File: src/rtl/motor_io_conditioner_pkg.sv
// ---------------------------------------------------------------------------
// motor_io_conditioner_pkg
// Shared constants and types for the motor I/O conditioning layer that sits
// between the FMC pin mapping and the motor controller core.
//   NUMBER_OF_SWITCHES_PER_MOTOR : raw end-switch bits per motor
//   DEFAULT_*                    : default timing constants for the block
//   mreset_state_t               : state encoding of the driver-reset stretcher
//   motor_cond_t                 : conditioned per-motor status bundle
//   max_int                      : constant helper for width calculations
// ---------------------------------------------------------------------------
package motor_io_conditioner_pkg;

    localparam int NUMBER_OF_SWITCHES_PER_MOTOR = 2;
    localparam int DEFAULT_DEBOUNCE_CYCLES      = 16;
    localparam int DEFAULT_RESET_CYCLES         = 1000;
    localparam int DEFAULT_REV_SAMPLE_DELAY     = 16;

    typedef enum logic {
        MRST_IDLE   = 1'b0,
        MRST_ASSERT = 1'b1
    } mreset_state_t;

    typedef struct packed {
        logic [NUMBER_OF_SWITCHES_PER_MOTOR-1:0] switches;
        logic                                    fail;
        logic                                    failLatched;
    } motor_cond_t;

    function automatic int max_int(input int a, input int b);
        return (a > b) ? a : b;
    endfunction

endpackage

File: src/rtl/input_debouncer.sv
// ---------------------------------------------------------------------------
// input_debouncer
// One asynchronous input bit: 2-flop synchroniser, optional inversion and a
// stability debouncer. The output toggles only after the synchronised value
// has differed from it for DEBOUNCE_CYCLES consecutive cycles.
// Ports:
//   Clk_ik      in  system clock
//   Rst_irn     in  asynchronous active-low reset
//   Raw_i       in  asynchronous raw pin
//   Debounced_o out debounced, optionally inverted level
// ---------------------------------------------------------------------------
module input_debouncer #(
    parameter int DEBOUNCE_CYCLES = 16,
    parameter int INVERT          = 1
) (
    input  logic Clk_ik,
    input  logic Rst_irn,
    input  logic Raw_i,
    output logic Debounced_o
);

    localparam int               CNT_W    = $clog2(DEBOUNCE_CYCLES + 1);
    localparam logic [CNT_W-1:0] CNT_LAST = CNT_W'(DEBOUNCE_CYCLES - 1);
    localparam logic             INV_BIT  = (INVERT != 0);

    logic             r_sync1;
    logic             r_sync2;
    logic             r_stable;
    logic [CNT_W-1:0] r_cnt;
    logic             w_synced;

    assign w_synced = r_sync2 ^ INV_BIT;

    // The counter only accumulates while the input disagrees with the
    // debounced level; any agreement wipes it, so glitches earn no credit.
    always_ff @(posedge Clk_ik or negedge Rst_irn) begin
        if (!Rst_irn) begin
            r_sync1  <= 1'b0;
            r_sync2  <= 1'b0;
            r_stable <= 1'b0;
            r_cnt    <= '0;
        end else begin
            r_sync1 <= Raw_i;
            r_sync2 <= r_sync1;
            if (w_synced == r_stable) begin
                r_cnt <= '0;
            end else if (r_cnt == CNT_LAST) begin
                r_stable <= ~r_stable;
                r_cnt    <= '0;
            end else begin
                r_cnt <= r_cnt + 1'b1;
            end
        end
    end

    assign Debounced_o = r_stable;

endmodule

File: src/rtl/motor_io_conditioner.sv
// ---------------------------------------------------------------------------
// motor_io_conditioner
// Registered conditioning of per-motor FMC inputs for the motor core.
// Ports:
//   Clk_ik, Rst_irn     clock, asynchronous active-low reset
//   RawSwitches_ib      raw end switches, motor m owns [m*SPM +: SPM]
//   RawFail_ib          raw driver-fail pins
//   FailClear_ib        per-motor clear request for the sticky fail
//   DeactivateReq_ib    StepDeactivate request from the core
//   MResetReq_i         driver reset request pulse
//   PcbRevRaw_ib4       resistor-strapped PCB revision pins
//   Switches_ob         debounced switches
//   Fail_ob             debounced fail level
//   FailLatched_ob      sticky fail flag
//   SwitchEvent_o       one-cycle strobe after any debounced switch change
//   Deactivate_ob       registered deactivate drive (request | auto)
//   MReset_o            stretched driver reset
//   PCBrevision_ob4     revision captured once per reset
//   RevValid_o          revision capture complete
// ---------------------------------------------------------------------------
module motor_io_conditioner
    import motor_io_conditioner_pkg::*;
#(
    parameter int NMOTORS            = 16,
    parameter int SWITCHES_PER_MOTOR = NUMBER_OF_SWITCHES_PER_MOTOR,
    parameter int DEBOUNCE_CYCLES    = DEFAULT_DEBOUNCE_CYCLES,
    parameter int INVERT_INPUTS      = 1,
    parameter int AUTO_DEACTIVATE    = 1,
    parameter int RESET_CYCLES       = DEFAULT_RESET_CYCLES,
    parameter int REV_SAMPLE_DELAY   = DEFAULT_REV_SAMPLE_DELAY
) (
    input  logic                                    Clk_ik,
    input  logic                                    Rst_irn,
    input  logic [NMOTORS*SWITCHES_PER_MOTOR-1:0]   RawSwitches_ib,
    input  logic [NMOTORS-1:0]                      RawFail_ib,
    input  logic [NMOTORS-1:0]                      FailClear_ib,
    input  logic [NMOTORS-1:0]                      DeactivateReq_ib,
    input  logic                                    MResetReq_i,
    input  logic [3:0]                              PcbRevRaw_ib4,
    output logic [NMOTORS*SWITCHES_PER_MOTOR-1:0]   Switches_ob,
    output logic [NMOTORS-1:0]                      Fail_ob,
    output logic [NMOTORS-1:0]                      FailLatched_ob,
    output logic                                    SwitchEvent_o,
    output logic [NMOTORS-1:0]                      Deactivate_ob,
    output logic                                    MReset_o,
    output logic [3:0]                              PCBrevision_ob4,
    output logic                                    RevValid_o
);

    localparam int   NSW       = NMOTORS * SWITCHES_PER_MOTOR;
    localparam int   RST_CNT_W = max_int(1, $clog2(RESET_CYCLES));
    localparam int   REV_CNT_W = max_int(8, $clog2(REV_SAMPLE_DELAY + 1));
    localparam logic AUTO_BIT  = (AUTO_DEACTIVATE != 0);

    // ------------------------------------------------------------------
    // Per-bit synchronise + debounce
    // ------------------------------------------------------------------
    logic [NSW-1:0]     w_switches;
    logic [NMOTORS-1:0] w_fail;

    genvar gi;
    generate
        for (gi = 0; gi < NSW; gi++) begin : g_sw_deb
            input_debouncer #(
                .DEBOUNCE_CYCLES (DEBOUNCE_CYCLES),
                .INVERT          (INVERT_INPUTS)
            ) u_deb (
                .Clk_ik      (Clk_ik),
                .Rst_irn     (Rst_irn),
                .Raw_i       (RawSwitches_ib[gi]),
                .Debounced_o (w_switches[gi])
            );
        end
        for (gi = 0; gi < NMOTORS; gi++) begin : g_fail_deb
            input_debouncer #(
                .DEBOUNCE_CYCLES (DEBOUNCE_CYCLES),
                .INVERT          (INVERT_INPUTS)
            ) u_deb (
                .Clk_ik      (Clk_ik),
                .Rst_irn     (Rst_irn),
                .Raw_i       (RawFail_ib[gi]),
                .Debounced_o (w_fail[gi])
            );
        end
    endgenerate

    assign Switches_ob = w_switches;
    assign Fail_ob     = w_fail;

    // ------------------------------------------------------------------
    // Switch change strobe: one pulse regardless of how many bits moved
    // ------------------------------------------------------------------
    logic [NSW-1:0] r_sw_prev;
    logic           r_sw_event;

    always_ff @(posedge Clk_ik or negedge Rst_irn) begin
        if (!Rst_irn) begin
            r_sw_prev  <= '0;
            r_sw_event <= 1'b0;
        end else begin
            r_sw_prev  <= w_switches;
            r_sw_event <= (w_switches != r_sw_prev);
        end
    end

    assign SwitchEvent_o = r_sw_event;

    // ------------------------------------------------------------------
    // Sticky fail and deactivate drive
    // ------------------------------------------------------------------
    logic [NMOTORS-1:0] r_fail_latched;
    logic [NMOTORS-1:0] r_deactivate;

    // A clear is honoured only once the live fail has gone; a live fail
    // always sets, so set beats clear when both happen together.
    always_ff @(posedge Clk_ik or negedge Rst_irn) begin
        if (!Rst_irn) begin
            r_fail_latched <= '0;
            r_deactivate   <= '0;
        end else begin
            r_fail_latched <= w_fail | (r_fail_latched & ~(FailClear_ib & ~w_fail));
            r_deactivate   <= DeactivateReq_ib | ({NMOTORS{AUTO_BIT}} & r_fail_latched);
        end
    end

    assign FailLatched_ob = r_fail_latched;
    assign Deactivate_ob  = r_deactivate;

    // ------------------------------------------------------------------
    // Driver reset stretcher
    // Resets into ASSERT so the drivers stay in reset during and for
    // RESET_CYCLES after block reset.
    // ------------------------------------------------------------------
    mreset_state_t          r_mrst_state;
    mreset_state_t          w_mrst_state_next;
    logic [RST_CNT_W-1:0]   r_mrst_cnt;
    logic [RST_CNT_W-1:0]   w_mrst_cnt_next;
    logic                   w_mreset;

    always_ff @(posedge Clk_ik or negedge Rst_irn) begin
        if (!Rst_irn) begin
            r_mrst_state <= MRST_ASSERT;
            r_mrst_cnt   <= '0;
        end else begin
            r_mrst_state <= w_mrst_state_next;
            r_mrst_cnt   <= w_mrst_cnt_next;
        end
    end

    always_comb begin
        w_mrst_state_next = r_mrst_state;
        w_mrst_cnt_next   = r_mrst_cnt;
        case (r_mrst_state)
            MRST_IDLE: begin
                if (MResetReq_i) begin
                    w_mrst_state_next = MRST_ASSERT;
                    w_mrst_cnt_next   = '0;
                end
            end
            MRST_ASSERT: begin
                // A new request restarts the count, extending the pulse.
                if (MResetReq_i) begin
                    w_mrst_cnt_next = '0;
                end else if (r_mrst_cnt == RST_CNT_W'(RESET_CYCLES - 1)) begin
                    w_mrst_state_next = MRST_IDLE;
                    w_mrst_cnt_next   = '0;
                end else begin
                    w_mrst_cnt_next = r_mrst_cnt + 1'b1;
                end
            end
        endcase
    end

    always_comb begin
        w_mreset = (r_mrst_state == MRST_ASSERT);
    end

    assign MReset_o = w_mreset;

    // ------------------------------------------------------------------
    // PCB revision capture: sampled once, REV_SAMPLE_DELAY cycles after
    // reset release, then frozen until the next reset.
    // ------------------------------------------------------------------
    logic [3:0]           r_rev_sync1;
    logic [3:0]           r_rev_sync2;
    logic [REV_CNT_W-1:0] r_rev_cnt;
    logic [3:0]           r_pcb_rev;
    logic                 r_rev_valid;

    always_ff @(posedge Clk_ik or negedge Rst_irn) begin
        if (!Rst_irn) begin
            r_rev_sync1 <= '0;
            r_rev_sync2 <= '0;
            r_rev_cnt   <= '0;
            r_pcb_rev   <= '0;
            r_rev_valid <= 1'b0;
        end else begin
            r_rev_sync1 <= PcbRevRaw_ib4;
            r_rev_sync2 <= r_rev_sync1;
            if (!r_rev_valid) begin
                if (r_rev_cnt == REV_CNT_W'(REV_SAMPLE_DELAY)) begin
                    r_pcb_rev   <= r_rev_sync2;
                    r_rev_valid <= 1'b1;
                end else begin
                    r_rev_cnt <= r_rev_cnt + 1'b1;
                end
            end
        end
    end

    assign PCBrevision_ob4 = r_pcb_rev;
    assign RevValid_o      = r_rev_valid;

endmodule

File: config.mk
export PLATFORM = sky130hd
export DESIGN_NAME = motor_io_conditioner
export DESIGN_NICKNAME = d
export VERILOG_FILES = /design/src/rtl/motor_io_conditioner_pkg.sv /design/src/rtl/input_debouncer.sv /design/src/rtl/motor_io_conditioner.sv
export SDC_FILE = /design/constraint.sdc
export NUM_CORES = 1
export LEC_CHECK = 0
export ABC_AREA = 1
export CORE_MARGIN = 4
export CORE_UTILIZATION = 62
export DETAILED_ROUTE_END_ITERATION = 7
export GPL_ROUTABILITY_DRIVEN = 0
export PLACE_DENSITY = 0.95
export SYNTH_ARGS = -nofsm -noshare
export SYNTH_HDL_FRONTEND = slang
export SYNTH_HIERARCHICAL = 1
export SYNTH_SLANG_ARGS = --single-unit
File: constraint.sdc
create_clock -name Clk_ik -period 2.6 [get_ports Clk_ik]
set_clock_uncertainty 0.2 [all_clocks]
set_input_delay 0.65 -clock Clk_ik [delete_from_list [all_inputs] [get_ports Clk_ik]]
set_output_delay 0.65 -clock Clk_ik [all_outputs]
set_load 0.05 [all_outputs]
==> results of run 1 <==
## state kept, by name (all words and copies together), names as in the netlist, 10 cells and up
| name | count |
|---|---|
| g_sw_deb.u_deb/r_cnt | 160 |
| g_fail_deb.u_deb/r_cnt | 80 |
| g_sw_deb.u_deb/Debounced_o | 32 |
| g_sw_deb.u_deb/r_sync1 | 32 |
| g_sw_deb.u_deb/r_sync2 | 32 |
| r_sw_prev | 32 |
| Deactivate_ob | 16 |
| FailLatched_ob | 16 |
| g_fail_deb.u_deb/Debounced_o | 16 |
| g_fail_deb.u_deb/r_sync1 | 16 |
| g_fail_deb.u_deb/r_sync2 | 16 |
| r_mrst_cnt | 10 |
## metal layers
layer	vias to the layer above	routed length [um]	global-route usage (%)
li1	6976	-	-
met2	531	23910	49.23
met4	0	1552	9.152
met1	7189	16230	29.12
met5	-	0	0
met3	139	2287	4.749
## synthesized netlist by cell type
cell,count
nand2_1,587
dfrtp_1,480
inv_1,337
nor2_1,308
nand3_1,109
nand4_1,98
xnor2_1,70
ha_1,51
o21bai_1,17
or2_2,16
o21ai_1,9
xor2_1,7
inv_2,6
nor3_1,3
nand3_2,2
o21ai_0,2
o22ai_1,2
buf_6,1
clkinv_1,1
dfstp_2,1
nand4_4,1
nor2_2,1
nor2_4,1
o21ai_2,1
## cells by family (layout without fill, tap and decap cells)
| logic type | after synthesis | after routing |
|---|---|---|
| compound gates | 31 | 31 |
| flops | 481 | 481 |
| fa+ha+maj | 51 | 51 |
| simple gates | 1126 | 1126 |
| buf+inv | 345 | 616 |
| xor+xnor | 77 | 77 |
## power by group
group	internal [mW]	switching, mW	leakage, nW
Sequential	7.77	0.261	6.29
Clock	4.34	2.85	0.813
Combinational	0.395	0.583	5.01
Total	12.5	3.69	12.1
## what timing repair did
| item | 4_1_cts | 5_1_grt |
|---|---|---|
| hold buffers | 1 | 0 |
| endpoints found under the hold margin | 42 | 0 |
| setup endpoints to repair | 65 | 6 |
| resized for setup | 65 | 6 |
## worst max path at each step
stage	from	to	slack [ps]	cells after the start
6_report	PCBrevision_ob4[1]	PCBrevision_ob4[1]	-70	1
5_1_grt	PCBrevision_ob4[1]	PCBrevision_ob4[1]	-100	1
4_1_cts	Deactivate_ob[1]	Deactivate_ob[1]	3	1
3_5_place_dp	MReset_o	MReset_o	400	1
3_3_place_gp	MReset_o	MReset_o	400	1
2_1_floorplan	MReset_o	MReset_o	1060	0
## through the flow
step	hold slack (ps)	std cells	setup slack, ps	utilization, %
finish	139.4	2778	-73.28	76.34
global placement	132.0	2690	402.2	71.15
detailed placement	134.7	2690	404.0	71.15
CTS	143.3	2778	2.562	76.29
floorplan	131.2	2111	1062	-
global route	144.9	2778	-97.48	76.34
## layout make-up
class | count | area share [%]
clock inverters | 12 | 0.8507
well taps | 396 | 2.105
clock buffers | 75 | 6.183
flip-flops and latches | 481 | 51.15
multi-input cells | 1285 | 26.38
inverters | 344 | 5.487
repair buffers | 185 | 7.842
==> impl_results.md, run 1 <==
* Outcome: finished, violations left
* Failing checks: negative setup slack
* Syn nets at 2249
* Area contributors post-synth: dfrtp_1 61%, nand2_1 11%, inv_1 6.5%, nor2_1 5.9%, ha_1 3.3%
* # IOs at 174
* CP Cell Sequence: clkdlybuf4s50_1
* # diodes at 0
* Initial antenna violation count at 0
* First-pass GRT wire length at 72930 um
* Setup Fix Bufs, Post-CTS at 0
* Chip height at 185.6 um
* Most common library cell in the layout ignoring fill and taps: nand2_1
* Final WL at 43980 um
* Grt ovf at 0
* Clk Latency, worst-skew pair at 560 ps
* Top-area cell type share of the netlist area at 61.44%
* GRT Total Usage at 25.92%
* Max Cap Violations at 0
* Flip-flop and latch area at 0.01204 mm2
* R2R Path Start: r_mrst_cnt[0]
* Reg2reg path depth at 8
* Hpwl dp at 27730 um
* Multi-input gate area at 0.006208 mm2
* Fin worst setup slack at -73.28 ps
* Largest family of logic cells by synthesized area: simple AND/OR/NAND/NOR gates
* CP max-delay cell: clkdlybuf4s50_1
* Vias in the first global route at 15701
* Root buffer cell: clkbuf_16
* Critical path class: reg2out
* Layout area overhead at 20.39%
* Synth warn at 6
* Total vias in the final route at 14835
* Die area at 0.03443 mm2
* Worst R2R End: r_mrst_cnt[9]
* # rows at 64
* Clock Path Buffers at 3
* Port Buf Inserts at 173
* PD cells at 688.4 mW/mm2
* Mapped Area at 0.01955 mm2
* Worst Tran Pin Value at 563.7 ps
* Core area at 0.03083 mm2
* Post-synthesis simple-gate area fraction at 24.00%
* Delay-heaviest family, CP: buffers and inverters
* Number of buffers and inverters on the critical path at 1
* Startpoint types: register
* DIE WIDTH at 185.6 um
* Drt drc at 0
* Syn_area_per_cell at 9.260 um2
* DR vias/cell at 5.340
* CP max FO at 2
* Post-synthesis compound-gate area fraction at 1.043%
* Synth Area in Adders at 3.264%
* Critical Path AT at 1820 ps
* Final hold vios at 0
* F_max at 374.1 MHz
* Cells after Synth at 2111
* Initial Util at 63.41%
* Sequential cell area fraction in the yosys report at 61.58%
* Layout cell share with drive strength beyond 1 at 4.870%
* Crit path time final at 2673 ps
* Pins Over Slew Limit at 0
* Worst path max stage delay at 840 ps
* Required time worst endpoint at 1750 ps
* Count of state elements after synthesis at 481
* Tcrit/Tclk final at 102.8%
* Final instance area at 0.02353 mm2
* Leak at 12.12 nW
* Final nets at 2483
* Hold Path End: g_sw_deb[3].u_deb/r_sync2
* Post-synthesis mux area share at 0%
* DR pass1 iterations at 5
* Largest net degree at the start of global routing at 68
* Worst Hold Launch: g_sw_deb[3].u_deb/r_sync1
* Fillers at 1808
* Total CTS buffers at 48
* Setup TNS at -73.28 ps
* Design Power at 16.20 mW
* Synth unique cells at 24
* Initial DRC Count at 988
* Placed Instance Area at 0.02193 mm2
* Final ANT Viol Nets at 0
* Flop2flop setup slack at 730 ps
* Avg WL per Cell at 15.83 um
* Cells on Worst Hold Path at 0
* Critical path capture point type: output pin
* Max VDD drop at 0.0006391 V
* TritonCTS Sinks at 481
* Commonest cells after routing, fill and taps aside: 587 x nand2_1, 480 x dfrtp_1, 337 x inv_1
* Area leader, netlist: dfrtp_1
* CTS tree: built
* Endpoints failing setup at 1
* Slew HR at 62.57%
* HP Class: reg2reg
* Worst-path clk slew at 70 ps
* Synth Area in XOR/XNOR at 3.450%
* Htree depth at 2
(Power assumes the default switching activity.)
==> run 2, diff against run 1 <==
--- a/config.mk
+++ b/config.mk
@@ -5,12 +5,12 @@
 export SDC_FILE = /design/constraint.sdc
 export NUM_CORES = 1
 export LEC_CHECK = 0
-export ABC_AREA = 1
 export CORE_MARGIN = 4
-export CORE_UTILIZATION = 62
+export CORE_UTILIZATION = 50
 export DETAILED_ROUTE_END_ITERATION = 7
 export GPL_ROUTABILITY_DRIVEN = 0
-export PLACE_DENSITY = 0.95
+export PLACE_DENSITY = 0.83
+export SLEW_MARGIN = 30
 export SYNTH_ARGS = -nofsm -noshare
 export SYNTH_HDL_FRONTEND = slang
 export SYNTH_HIERARCHICAL = 1
==> impl_results.md, run 2 <==
* Avg WL per Cell at 15.49 um (was 15.83 um)
* Crit path from: Deactivate_ob[12] (was PCBrevision_ob4[1])
* Critical Path AT at 1680 ps (was 1820 ps)
* Synth cell count leaders: 480 x dfrtp_1, 148 x nor2_1, 100 x xor2_1 (was 587 x nand2_1, 480 x dfrtp_1, 337 x inv_1)
* Total CTS buffers at 49 (was 48)
* Setup Fix Bufs, Post-CTS at 0 (unchanged)
* Required time worst endpoint at 1750 ps (about the same)
* Clock Path Buffers at 3 (unchanged)
* GRT Total Usage at 16.83% (was 25.92%)
* # IOs at 174 (unchanged)
* Async S/R FF share, synth at 100.0% (unchanged)
* Count of state elements after synthesis at 481 (unchanged)
* Worst path max stage delay at 800 ps (was 840 ps)
* Grt ovf at 0 (unchanged)
* CP max FO at 1 (was 2)
* Register share of total power at 49.7% (was 49.6%)
* Top-area cell type share of the netlist area at 64.82% (was 61.44%)
* Worst Tran Pin Value at 632.2 ps (was 563.7 ps)
* TritonCTS Sinks at 481 (unchanged)
* CP Cell Sequence: clkdlybuf4s50_1 (unchanged)
* Worst slack, placed at 435.4 ps (was 404.0 ps)
* R2R Path Start: g_sw_deb[16].u_deb/Debounced_o (was r_mrst_cnt[0])
* Final nets at 1761 (was 2483)
* End of the critical path: Deactivate_ob[12] (was PCBrevision_ob4[1])
* DIE WIDTH at 200.5 um (was 185.6 um)
* Area contributors post-synth: dfrtp_1 65%, xor2_1 4.7%, xnor2_2 4.2%, ha_1 3.4%, nor2_1 3.0% (was dfrtp_1 61%, nand2_1 11%, inv_1 6.5%, nor2_1 5.9%, ha_1 3.3%)
* Biggest register: g_sw_deb.u_deb/r_cnt (unchanged)
* Pins Over Slew Limit at 0 (unchanged)
* Max Cap Violations at 0 (unchanged)
* Setup TNS at 0 ps (was -73.28 ps)
* Critical path class: reg2out (unchanged)
* Comb power frac at 5.7% (was 6.0%)
* Vias in the first global route at 11791 (was 15701)
* Die area at 0.04021 mm2 (was 0.03443 mm2)
* Startpoint types: register (unchanged)
* Post-synth EDFFs at 0 (unchanged)
* Delay-heaviest family, CP: buffers and inverters (unchanged)
* Min Hold Slack at 136.5 ps (was 139.4 ps)
* Crit path time final at 2531 ps (was 2673 ps)
* Synth warn at 6 (unchanged)
* Core area at 0.03661 mm2 (was 0.03083 mm2)
* Switching fraction of total power at 22.20% (was 22.80%)
* CP max-delay cell: clkdlybuf4s50_1 (unchanged)
* Area leader, netlist: dfrtp_1 (unchanged)
* F_max at 395.1 MHz (was 374.1 MHz)
* Flop2flop setup slack at 600 ps (was 730 ps)
* Final hold vios at 0 (unchanged)
* Leak at 11.40 nW (was 12.12 nW)
* HP Class: reg2reg (unchanged)
* Htree depth at 2 (unchanged)
* Sequential cell area fraction in the yosys report at 64.96% (was 61.58%)
* Port Buf Inserts at 173 (unchanged)
* DR pass1 iterations at 4 (was 5)
* Syn_area_per_cell at 13.44 um2 (was 9.260 um2)
* Syn nets at 1517 (was 2249)
* Hpwl dp at 22220 um (was 27730 um)
* Max VDD drop at 0.0005618 V (was 0.0006391 V)
* Synth unique cells at 43 (was 24)
* Total stage count of the critical path at 1 (unchanged)
* Number of buffers and inverters on the critical path at 1 (unchanged)
* Reg2reg path depth at 4 (was 8)
* Commonest cells after routing, fill and taps aside: 480 x dfrtp_1, 148 x nor2_1, 100 x xor2_1 (was 587 x nand2_1, 480 x dfrtp_1, 337 x inv_1)
* Top-count cell post-synth: dfrtp_1 (was nand2_1)
* Slew HR at 57.47% (was 62.57%)
* First-pass GRT wire length at 56920 um (was 72930 um)
* Endpoints failing setup at 0 (was 1)
* Chip height at 200.5 um (was 185.6 um)
* Fin worst setup slack at 69.11 ps (was -73.28 ps)
* Initial antenna violation count at 2 (was 0)
* Largest regs: g_sw_deb.u_deb/r_cnt x160, g_fail_deb.u_deb/r_cnt x80 (unchanged)
* Unrepaired setup endpoints after global routing: false
* Layout area overhead at 22.49% (was 20.39%)
* CTS tree: built (unchanged)
* Drt drc at 0 (unchanged)
* Layout cell share with drive strength beyond 1 at 16.61% (was 4.870%)
* PD cells at 707.6 mW/mm2 (was 688.4 mW/mm2)
* Largest net degree at the start of global routing at 56 (was 68)
* Worst-path clk slew at 60 ps (was 70 ps)
* Clock share of power at 44.5% (was 44.4%)
* Total vias in the final route at 10830 (was 14835)
* Clk Latency, worst-skew pair at 570 ps (was 560 ps)
* Mapped Area at 0.01853 mm2 (was 0.01955 mm2)
* Final WL at 32990 um (was 43980 um)
* Sw power at 3.566 mW (was 3.693 mW)
* Most common library cell in the layout ignoring fill and taps: dfrtp_1 (was nand2_1)
* Max reg flops at 160 (unchanged)
* # rows at 70 (was 64)
* Cells after Synth at 1379 (was 2111)
* Final ANT Viol Nets at 0 (unchanged)
* Top_reg_cell synth: dfrtp_1 (unchanged)
* Initial DRC Count at 421 (was 988)
* Pint at 12.50 mW (was 12.51 mW)
* Root buffer cell: clkbuf_16 (unchanged)
* Initial Util at 50.62% (was 63.41%)
* # diodes at 0 (unchanged)
* Critical path capture point type: output pin (unchanged)
* Fillers at 2740 (was 1808)
* Outcome: completed (was finished, violations left)
* DR vias/cell at 5.085 (was 5.340)
* Tcrit/Tclk final at 97.34% (was 102.8%)
* Worst R2R End: SwitchEvent_o (was r_mrst_cnt[9])
## run 2: changes by cell type after synthesis, sizes merged, moves of 6 or more
| cell | delta |
|---|---|
| xnor2 | +15 |
| o21ai | +87 |
| nand2 | -575 |
| nand3 | -9 |
| inv | -275 |
| nor2 | -162 |
| o31ai | +48 |
| nand4 | -88 |
| and2 | +49 |
| and3 | +50 |
| o21bai | -17 |
| a21o | +16 |
| a21oi | +6 |
| xor2 | +93 |
## run 2: cell families (layout without fill, tap and decap cells)
group | Yosys count | count (layout) | share of synthesized area (%)
fa+ha+maj | 51 | 51 | 3.443
xor+xnor | 185 | 185 | 10.69
compound gates | 173 | 173 | 6.590
buf+inv | 71 | 354 | 1.445
mux | 6 | 6 | 0.3578
simple gates | 412 | 412 | 12.52
flops | 481 | 481 | 64.96
## run 2: per-layer routing
metal / up-vias / global-route usage, % / share of wire (%)
met5: - / 0 / 0.064
met2: 200 / 29.62 / 51
met3: 54 / 4.572 / 5.2
met1: 5427 / 20.67 / 42
met4: 4 / 4.474 / 1.8
li1: 5145 / - / -
## run 2: stage by stage
step / power [mW] / area (um2) / instances / util [%]
detailed placement: 9.058 / 21100 / 2039 / 57.62
global placement: 8.987 / 21100 / 2039 / 57.62
finish: 16.06 / 22700 / 2130 / 62.00
floorplan: 8.559 / 18530 / 1379 / -
CTS: 16.30 / 22680 / 2130 / 61.95
global route: 16.77 / 22700 / 2130 / 62.00
## run 2: timing repair
action                                  4_1_cts  5_1_grt
endpoints found under the setup margin       69        7
resized for setup                            69        7
hold buffers                                  1        0
hold endpoints to repair                     38        0
## run 2: worst register-to-register path: stages, from the launching register on
cell and delay, ps:
dfrtp_1 450, xnor2_1 360, nand4_1 150, nor4_1 610, nand2_1 120
## run 2: how the worst min path moves through the flow
stage / start / endpoint / slack (ps) / depth (start not counted)
after global placement: g_fail_deb[3].u_deb/r_sync1 / g_fail_deb[3].u_deb/r_sync2 / 130 / 0
after detailed placement: g_fail_deb[10].u_deb/r_sync1 / g_fail_deb[10].u_deb/r_sync2 / 130 / 0
final: g_fail_deb[11].u_deb/r_sync1 / g_fail_deb[11].u_deb/r_sync2 / 140 / 0
after floorplan: g_fail_deb[0].u_deb/r_sync1 / g_fail_deb[0].u_deb/r_sync2 / 130 / 0
after CTS: g_fail_deb[11].u_deb/r_sync1 / g_fail_deb[11].u_deb/r_sync2 / 140 / 0
after global routing: g_fail_deb[11].u_deb/r_sync1 / g_fail_deb[11].u_deb/r_sync2 / 150 / 0
## run 2: power groups by stage
| stage | clock, mW | sequential [mW] | combinational [mW] |
|---|---|---|---|
| 2_1_floorplan | 0 | 8.14 | 0.417 |
| 5_1_grt | 7.70 | 8.02 | 1.05 |
| 6_report | 7.16 | 7.99 | 0.919 |
| 3_3_place_gp | 0 | 8.10 | 0.890 |
| 4_1_cts | 7.37 | 7.99 | 0.945 |
| 3_5_place_dp | 0 | 8.12 | 0.936 |
## run 2: area by class of cell
| class | count | area, um2 | area share, % |
|---|---|---|---|
| flip-flops and latches | 481 | 12040 | 53.03 |
| repair buffers | 196 | 1933 | 8.516 |
| inverters | 68 | 255.2 | 1.124 |
| clock inverters | 21 | 247.7 | 1.091 |
| well taps | 468 | 585.6 | 2.580 |
| clock buffers | 69 | 1414 | 6.229 |
| multi-input cells | 827 | 6226 | 27.43 |
